[src/rtl/alu_pkg.sv]
// ---------------------------------------------------------------------------
// alu_pkg
//   Shared definitions for the ALU control decoder and the multicycle ALU:
//   op-code values, op-code width and the ALU sequencing FSM encoding.
//   Keeping the codes here means the decoder and the datapath cannot drift.
// ---------------------------------------------------------------------------
package alu_pkg;

    localparam int ALU_OP_WIDTH = 4;

    localparam logic [ALU_OP_WIDTH-1:0] ALU_ADD = 4'b0000;
    localparam logic [ALU_OP_WIDTH-1:0] ALU_SUB = 4'b0001;
    localparam logic [ALU_OP_WIDTH-1:0] ALU_LUI = 4'b0010;
    localparam logic [ALU_OP_WIDTH-1:0] ALU_OR  = 4'b0011;
    localparam logic [ALU_OP_WIDTH-1:0] ALU_SLL = 4'b0100;
    localparam logic [ALU_OP_WIDTH-1:0] ALU_SRL = 4'b0101;

    typedef enum logic [1:0] {
        ST_IDLE  = 2'b00,
        ST_SHIFT = 2'b01,
        ST_DONE  = 2'b10
    } alu_state_t;

    function automatic logic alu_is_shift(input logic [ALU_OP_WIDTH-1:0] op);
        return (op == ALU_SLL) || (op == ALU_SRL);
    endfunction

endpackage

[src/rtl/alu_shift_iter.sv]
// ---------------------------------------------------------------------------
// alu_shift_iter
//   Iterative one-bit-per-cycle logical shifter used for SLL/SRL when the
//   barrel shifter is not built. Holds the shift register and the remaining
//   step count; o_last flags the step that produces the final value.
//
// Ports:
//   clk      in   system clock, rising edge
//   reset    in   asynchronous, active-low reset
//   i_load   in   load i_data / i_shamt (start of a shift op)
//   i_step   in   perform one shift step and decrement the count
//   i_op     in   latched op code; ALU_SLL shifts left, anything else right
//   i_data   in   operand A to shift
//   i_shamt  in   shift amount (non-zero when loaded)
//   o_next   out  shift register value after the current step
//   o_last   out  high when the current step is the final one
// ---------------------------------------------------------------------------
module alu_shift_iter
    import alu_pkg::*;
#(
    parameter int DATA_WIDTH  = 32,
    parameter int SHAMT_WIDTH = 5
) (
    input  logic                    clk,
    input  logic                    reset,
    input  logic                    i_load,
    input  logic                    i_step,
    input  logic [ALU_OP_WIDTH-1:0] i_op,
    input  logic [DATA_WIDTH-1:0]   i_data,
    input  logic [SHAMT_WIDTH-1:0]  i_shamt,
    output logic [DATA_WIDTH-1:0]   o_next,
    output logic                    o_last
);

    logic [DATA_WIDTH-1:0]  r_shreg;
    logic [SHAMT_WIDTH-1:0] r_count;

    // Logical shifts: zero fill on both sides.
    assign o_next = (i_op == ALU_SLL) ? (r_shreg << 1) : (r_shreg >> 1);
    assign o_last = (r_count == SHAMT_WIDTH'(1));

    always_ff @(posedge clk or negedge reset) begin
        if (!reset) begin
            r_shreg <= '0;
            r_count <= '0;
        end else if (i_load) begin
            r_shreg <= i_data;
            r_count <= i_shamt;
        end else if (i_step) begin
            r_shreg <= o_next;
            r_count <= r_count - SHAMT_WIDTH'(1);
        end
    end

endmodule

[src/rtl/alu_multicycle.sv]
// ---------------------------------------------------------------------------
// alu_multicycle
//   Datapath ALU stage behind the ALU control decoder. A request is taken
//   on start_i in IDLE; ADD/SUB/LUI/OR (and undefined codes, which yield 0)
//   finish in one cycle. SLL/SRL run through an iterative shifter, one bit
//   per cycle, unless ALU_BARREL_SHIFT_EN is defined, in which case they
//   are computed combinationally like the other ops.
//
// Optional build macro: ALU_BARREL_SHIFT_EN
//
// Ports:
//   clk              in   system clock, rising edge
//   reset            in   asynchronous, active-low reset
//   start_i          in   request, sampled only in IDLE
//   ALU_Operation_i  in   4-bit op code (see alu_pkg)
//   A_i              in   operand A
//   B_i              in   operand B (shift amount in B_i[SHAMT_WIDTH-1:0])
//   busy_o           out  high while not IDLE (SHIFT and DONE)
//   done_o           out  one-cycle pulse, result valid
//   ALU_Result_o     out  result, held until the next completion
//   Zero_o           out  ALU_Result_o == 0, registered with the result
// ---------------------------------------------------------------------------
module alu_multicycle
    import alu_pkg::*;
#(
    parameter int DATA_WIDTH  = 32,
    parameter int SHAMT_WIDTH = 5
) (
    input  logic                    clk,
    input  logic                    reset,
    input  logic                    start_i,
    input  logic [ALU_OP_WIDTH-1:0] ALU_Operation_i,
    input  logic [DATA_WIDTH-1:0]   A_i,
    input  logic [DATA_WIDTH-1:0]   B_i,
    output logic                    busy_o,
    output logic                    done_o,
    output logic [DATA_WIDTH-1:0]   ALU_Result_o,
    output logic                    Zero_o
);

    alu_state_t             r_state;
    alu_state_t             w_state_next;
    logic [DATA_WIDTH-1:0]  r_result;
    logic                   r_zero;
    logic [DATA_WIDTH-1:0]  w_fast_result;
    logic [SHAMT_WIDTH-1:0] w_shamt;
    logic                   w_fast_wr;
    logic                   w_busy;
    logic                   w_done;

`ifndef ALU_BARREL_SHIFT_EN
    logic [ALU_OP_WIDTH-1:0] r_op;
    logic                    w_load;
    logic                    w_shift_wr;
    logic                    w_last;
    logic [DATA_WIDTH-1:0]   w_shift_next;
`endif

    assign w_shamt = B_i[SHAMT_WIDTH-1:0];

    // Single-cycle result, computed straight from the request inputs so it
    // can be written on the same edge that accepts the request.
    always_comb begin
        w_fast_result = '0;
        case (ALU_Operation_i)
            ALU_ADD: w_fast_result = A_i + B_i;
            ALU_SUB: w_fast_result = A_i + (~B_i) + DATA_WIDTH'(1);
            ALU_LUI: w_fast_result = B_i;
            ALU_OR:  w_fast_result = A_i | B_i;
`ifdef ALU_BARREL_SHIFT_EN
            ALU_SLL: w_fast_result = A_i << w_shamt;
            ALU_SRL: w_fast_result = A_i >> w_shamt;
`else
            // Only reaches the result register when the shift amount is 0.
            ALU_SLL: w_fast_result = A_i;
            ALU_SRL: w_fast_result = A_i;
`endif
            default: w_fast_result = '0;
        endcase
    end

    // FSM state register
    always_ff @(posedge clk or negedge reset) begin
        if (!reset) begin
            r_state <= ST_IDLE;
        end else begin
            r_state <= w_state_next;
        end
    end

    // FSM next-state and control decode
    always_comb begin
        w_state_next = r_state;
        w_fast_wr    = 1'b0;
        w_busy       = 1'b1;
        w_done       = 1'b0;
`ifndef ALU_BARREL_SHIFT_EN
        w_load       = 1'b0;
        w_shift_wr   = 1'b0;
`endif
        case (r_state)
            ST_IDLE: begin
                w_busy = 1'b0;
                if (start_i) begin
                    w_state_next = ST_DONE;
                    w_fast_wr    = 1'b1;
`ifndef ALU_BARREL_SHIFT_EN
                    if (alu_is_shift(ALU_Operation_i) && (w_shamt != '0)) begin
                        w_state_next = ST_SHIFT;
                        w_fast_wr    = 1'b0;
                        w_load       = 1'b1;
                    end
`endif
                end
            end
`ifndef ALU_BARREL_SHIFT_EN
            ST_SHIFT: begin
                // The step with one bit left produces the final value.
                if (w_last) begin
                    w_state_next = ST_DONE;
                    w_shift_wr   = 1'b1;
                end
            end
`endif
            ST_DONE: begin
                w_done       = 1'b1;
                w_state_next = ST_IDLE;
            end
            default: begin
                w_state_next = ST_IDLE;
            end
        endcase
    end

    // Result and zero flag, updated only on entry to DONE.
    always_ff @(posedge clk or negedge reset) begin
        if (!reset) begin
            r_result <= '0;
            r_zero   <= 1'b1;
        end else if (w_fast_wr) begin
            r_result <= w_fast_result;
            r_zero   <= (w_fast_result == '0);
        end
`ifndef ALU_BARREL_SHIFT_EN
        else if (w_shift_wr) begin
            r_result <= w_shift_next;
            r_zero   <= (w_shift_next == '0);
        end
`endif
    end

`ifndef ALU_BARREL_SHIFT_EN
    // Op is latched so the shifter direction is immune to input changes.
    always_ff @(posedge clk or negedge reset) begin
        if (!reset) begin
            r_op <= '0;
        end else if (w_load) begin
            r_op <= ALU_Operation_i;
        end
    end

    alu_shift_iter #(
        .DATA_WIDTH  (DATA_WIDTH),
        .SHAMT_WIDTH (SHAMT_WIDTH)
    ) u_shift_iter (
        .clk     (clk),
        .reset   (reset),
        .i_load  (w_load),
        .i_step  (r_state == ST_SHIFT),
        .i_op    (r_op),
        .i_data  (A_i),
        .i_shamt (w_shamt),
        .o_next  (w_shift_next),
        .o_last  (w_last)
    );
`endif

    assign busy_o       = w_busy;
    assign done_o       = w_done;
    assign ALU_Result_o = r_result;
    assign Zero_o       = r_zero;

endmodule

[config.mk]
export PLATFORM = sky130hd
export DESIGN_NAME = alu_multicycle
export DESIGN_NICKNAME = d
export VERILOG_FILES = /design/src/rtl/alu_pkg.sv /design/src/rtl/alu_shift_iter.sv /design/src/rtl/alu_multicycle.sv
export SDC_FILE = /design/constraint.sdc
export NUM_CORES = 1
export LEC_CHECK = 0
export CAP_MARGIN = 10
export CORE_ASPECT_RATIO = 0.9
export CORE_MARGIN = 5
export CORE_UTILIZATION = 60
export DETAILED_ROUTE_END_ITERATION = 7
export DONT_BUFFER_PORTS = 1
export GPL_TIMING_DRIVEN = 0
export PLACE_DENSITY = 0.77
export SYNTH_ARGS = -nofsm -noshare
export SYNTH_HDL_FRONTEND = slang
export SYNTH_HIERARCHICAL = 1
export SYNTH_SLANG_ARGS = --single-unit
export TNS_END_PERCENT = 30
[constraint.sdc]
create_clock -name clk -period 4.1 [get_ports clk]
set_input_delay 0.205 -clock clk [delete_from_list [all_inputs] [get_ports clk]]
set_output_delay 0.205 -clock clk [all_outputs]
set_load 0.005 [all_outputs]
==> reports/metrics.cfg <==
[sta]
rsz0062_at_grt=no
setup_viol=0
hold_ws_ps=5.68
period_minus_slack_ps=3930
fin_worst_skew_ps=3.82
drv_slew=0
hold_violations=0
tightest_slew_ps=1200
max_freq_mhz=255
max-slew-margin-rel_pct=19.5
period_share_pct=95.8

[routing]
vias_per_cell=6.74
vias=9519
wl_met2_mm=13.5
drt_iter0_markers=1486
top_layer_used=met4
wl_met3_mm=4.60
drt-pass1-iter-count=8
routedLengthMet1_mm=13.4
routedWlPerCell_um=23.1
drc=5
drt-total-wl_mm=32.6
ant_nets=0

[yosys]
syn-num-nets=1368
synth.top_cell.area_share_pct=20.8
synth_seq_cells=76
synth_fa_ha_area_share_pct=14.6
synth_area_leader_cell=dfrtp_1
yosys-top-cells-area=dfrtp_1 (21%), ha_1 (14%), a21oi_1 (6.4%), inv_1 (5.5%), nand2_1 (4.0%)
netlist_area_sq_um=9040
synthArstFlopShare_pct=100
synthDistinctLibCells=77
synth_mux_area_share_pct=4.02
yosysWarningCount=6
synth.avg_cell_area_sq_um=7.57
synth_top_flop_cell=dfrtp_1
synth_top_family_by_area=compound AO/OA/AOI/OAI gates
synth-compound-area-share_pct=28.7
synth-xor-area-share_pct=2.52
yosysSeqAreaShare_pct=21.1
yosys.area_share.simple_pct=19.4
syn_inst=1193
synth-edff-count=0

[place]
io_buffers=0
place_area_sq_um=9280
place_congestion=1.04
hpwl_mm=25.5

[clock_tree]
clkSinkCount=76
htreeDepth=3
clkTransAtPathRegs_ps=60
cts_buffers=9
cts_tree=yes
clk_latency_ps=340
postCtsSetupBuffers=0
cts-root-buf=clkbuf_16
cts_max_path_buffers=2

[grt]
grt_use_total_pct=35.7
grt_pass1_wl_mm=49.8
grt_start_max_net_pins=77
grt_pass1_vias=8735
antenna_found_initial=0
grt_overflow=0

[status]
violations=design-rule violations
outcome=complete, but fails checks

[critical_path]
rr_worst_depth=11
timing.rr.start=r_state[1]
crit_type=in -> reg
worstSetupEndpointType=register
reg2reg_slack_ps=490
cp-startpoint=B_i[2]
slowest_stage=o41ai_2
cp_cell_sequence=inv_1, ha_1, a21oi_1, o221ai_2, a41oi_2, o41ai_2, mux2i_1, o211ai_1, a211oi_1, nor2b_1, nand4_1, or4_1, nor4_1, a32o_1
cpPeakStageDelay_ps=670
cp-endpoint=Zero_o
required_ps=4380
rr_endpoint=Zero_o
critPathLaunchType=input pin
critPathArrivalTime_ps=4210
crit_fanout=7

[power_and_ir_drop]
seq_power_share_pct=33.0
power.density_nw_per_um2=405
ir_worst_vdd_v=0.000387
clock_power_share_pct=18.4
pwr-share-comb_pct=48.6
p_switching_mw=1.69
internal_power_mw=2.21
power_leakage_nw=4.46
swShare_pct=43.3

[layout]
drive_gt1_share_pct=4.12
diodes=0
syn_to_final_growth_pct=6.48
fin_nets=1384
final_cell_area_sq_um=9620
mostFrequentLayoutCell=inv_1
final_cell_mix=inv_1 (133), a21oi_1 (116), ha_1 (102)

[floorplanning]
start_util_pct=61.2
die_w_um=139
dieArea_sq_um=17600
io_pins=106
rows=42
design.core.area_sq_um=14800
die_h_um=126

[hold_path]
hold_path.class=in -> reg

[flow_run]
maxCapViolCount=0

[cell families after synthesis]
| group | after synthesis |
|---|---|
| mux | 36 |
| buf+inv | 210 |
| compound gates | 395 |
| fa+ha+maj | 104 |
| simple gates | 346 |
| xor+xnor | 26 |
| flops | 76 |
[layout make-up]
cell class	instances	area [sq um]
Sequential cell	76	1900
Clock buffer	14	254
Multi-Input combinational cell	907	6260
Buffer	76	372
Inverter	134	505
Tap cell	198	248
Fill cell	1301	5140
Clock inverter	2	10.0
Timing Repair Buffer	5	67.6
[worst min-delay path by stage]
stage,startpoint,endpoint,cells after the start
detailed placement,reset,u_shift_iter/r_count[4],0
global placement,reset,u_shift_iter/r_count[4],0
finish,A_i[4],u_shift_iter/r_shreg[4],2
floorplan,reset,ALU_Result_o[0],0
global route,A_i[4],u_shift_iter/r_shreg[4],2
CTS,A_i[4],u_shift_iter/r_shreg[4],2
[sequential cells by signal (all words and copies together) (netlist names)]
signal	count
ALU_Result_o	32
u_shift_iter/r_shreg	32
u_shift_iter/r_count	5
r_op	4
r_state	2
Zero_o	1
[timing repair]
item | CTS | global route
setup endpoints to repair | 0 | 1
resized for setup | 0 | 1
hold endpoints to repair | 79 | 0
hold buffers | 5 | 0
[worst max-delay path, delay by kind of cell]
family                     cells  cell delay (ps)
AOI/OAI and AO/OA              7             2180
and+or+nand+nor                4             1100
adders and majority gates      1              410
muxes                          1              270
buffers and inverters          1               40
[synth_stat cells (all sizes together), types with 3 or more instances]
master,number
nor4b,6
nand2b,7
o21ai,96
a31oi,13
a311oi,3
nand4,12
ha,102
o221ai,6
nand2,97
o211ai,16
o22ai,6
a211oi,12
nand3b,3
o21a,5
o31ai,15
and2,10
buf,27
o21bai,7
nor4,18
o32ai,4
a21oi,118
nor2,87
a41oi,5
nor3b,33
or4,4
or3,3
nor3,18
xor2,4
a221oi,16
a22oi,25
a221o,14
mux2i,34
xnor2,22
a21o,4
nand3,19
nor2b,12
o31a,8
and3,11
inv,134
dfrtp,75
clkbuf,49
[routing by layer]
| layer | vias to the layer above | global-route usage, % |
|---|---|---|
| met5 | - | 0 |
| met4 | 0 | 12.1 |
| met3 | 87 | 9.26 |
| met2 | 708 | 52.1 |
| met1 | 4418 | 51.4 |
| li1 | 4306 | - |
[per-stage QoR]
step / instances / total power, mW / setup slack (ps) / util (%) / TNS [ps]
2_1_floorplan: 1193 / 2.60 / 544 / - / 0
5_1_grt: 1412 / 4.14 / 13.9 / 65.2 / 0
6_report: 1412 / 3.90 / 173 / 65.2 / 0
3_3_place_gp: 1391 / 3.05 / -32.6 / 62.9 / -32.6
4_1_cts: 1412 / 3.82 / 294 / 65.1 / 0
3_5_place_dp: 1391 / 3.08 / -25.6 / 62.9 / -25.6
[power by group through the flow]
stage / combinational [mW] / clock (mW) / sequential, mW
finish: 1.90 / 0.717 / 1.29
floorplan: 1.40 / 0 / 1.20
detailed placement: 1.79 / 0 / 1.29
CTS: 1.83 / 0.717 / 1.28
global placement: 1.77 / 0 / 1.28
global route: 2.07 / 0.755 / 1.31
Note: power is estimated with default switching activity, not from simulation.
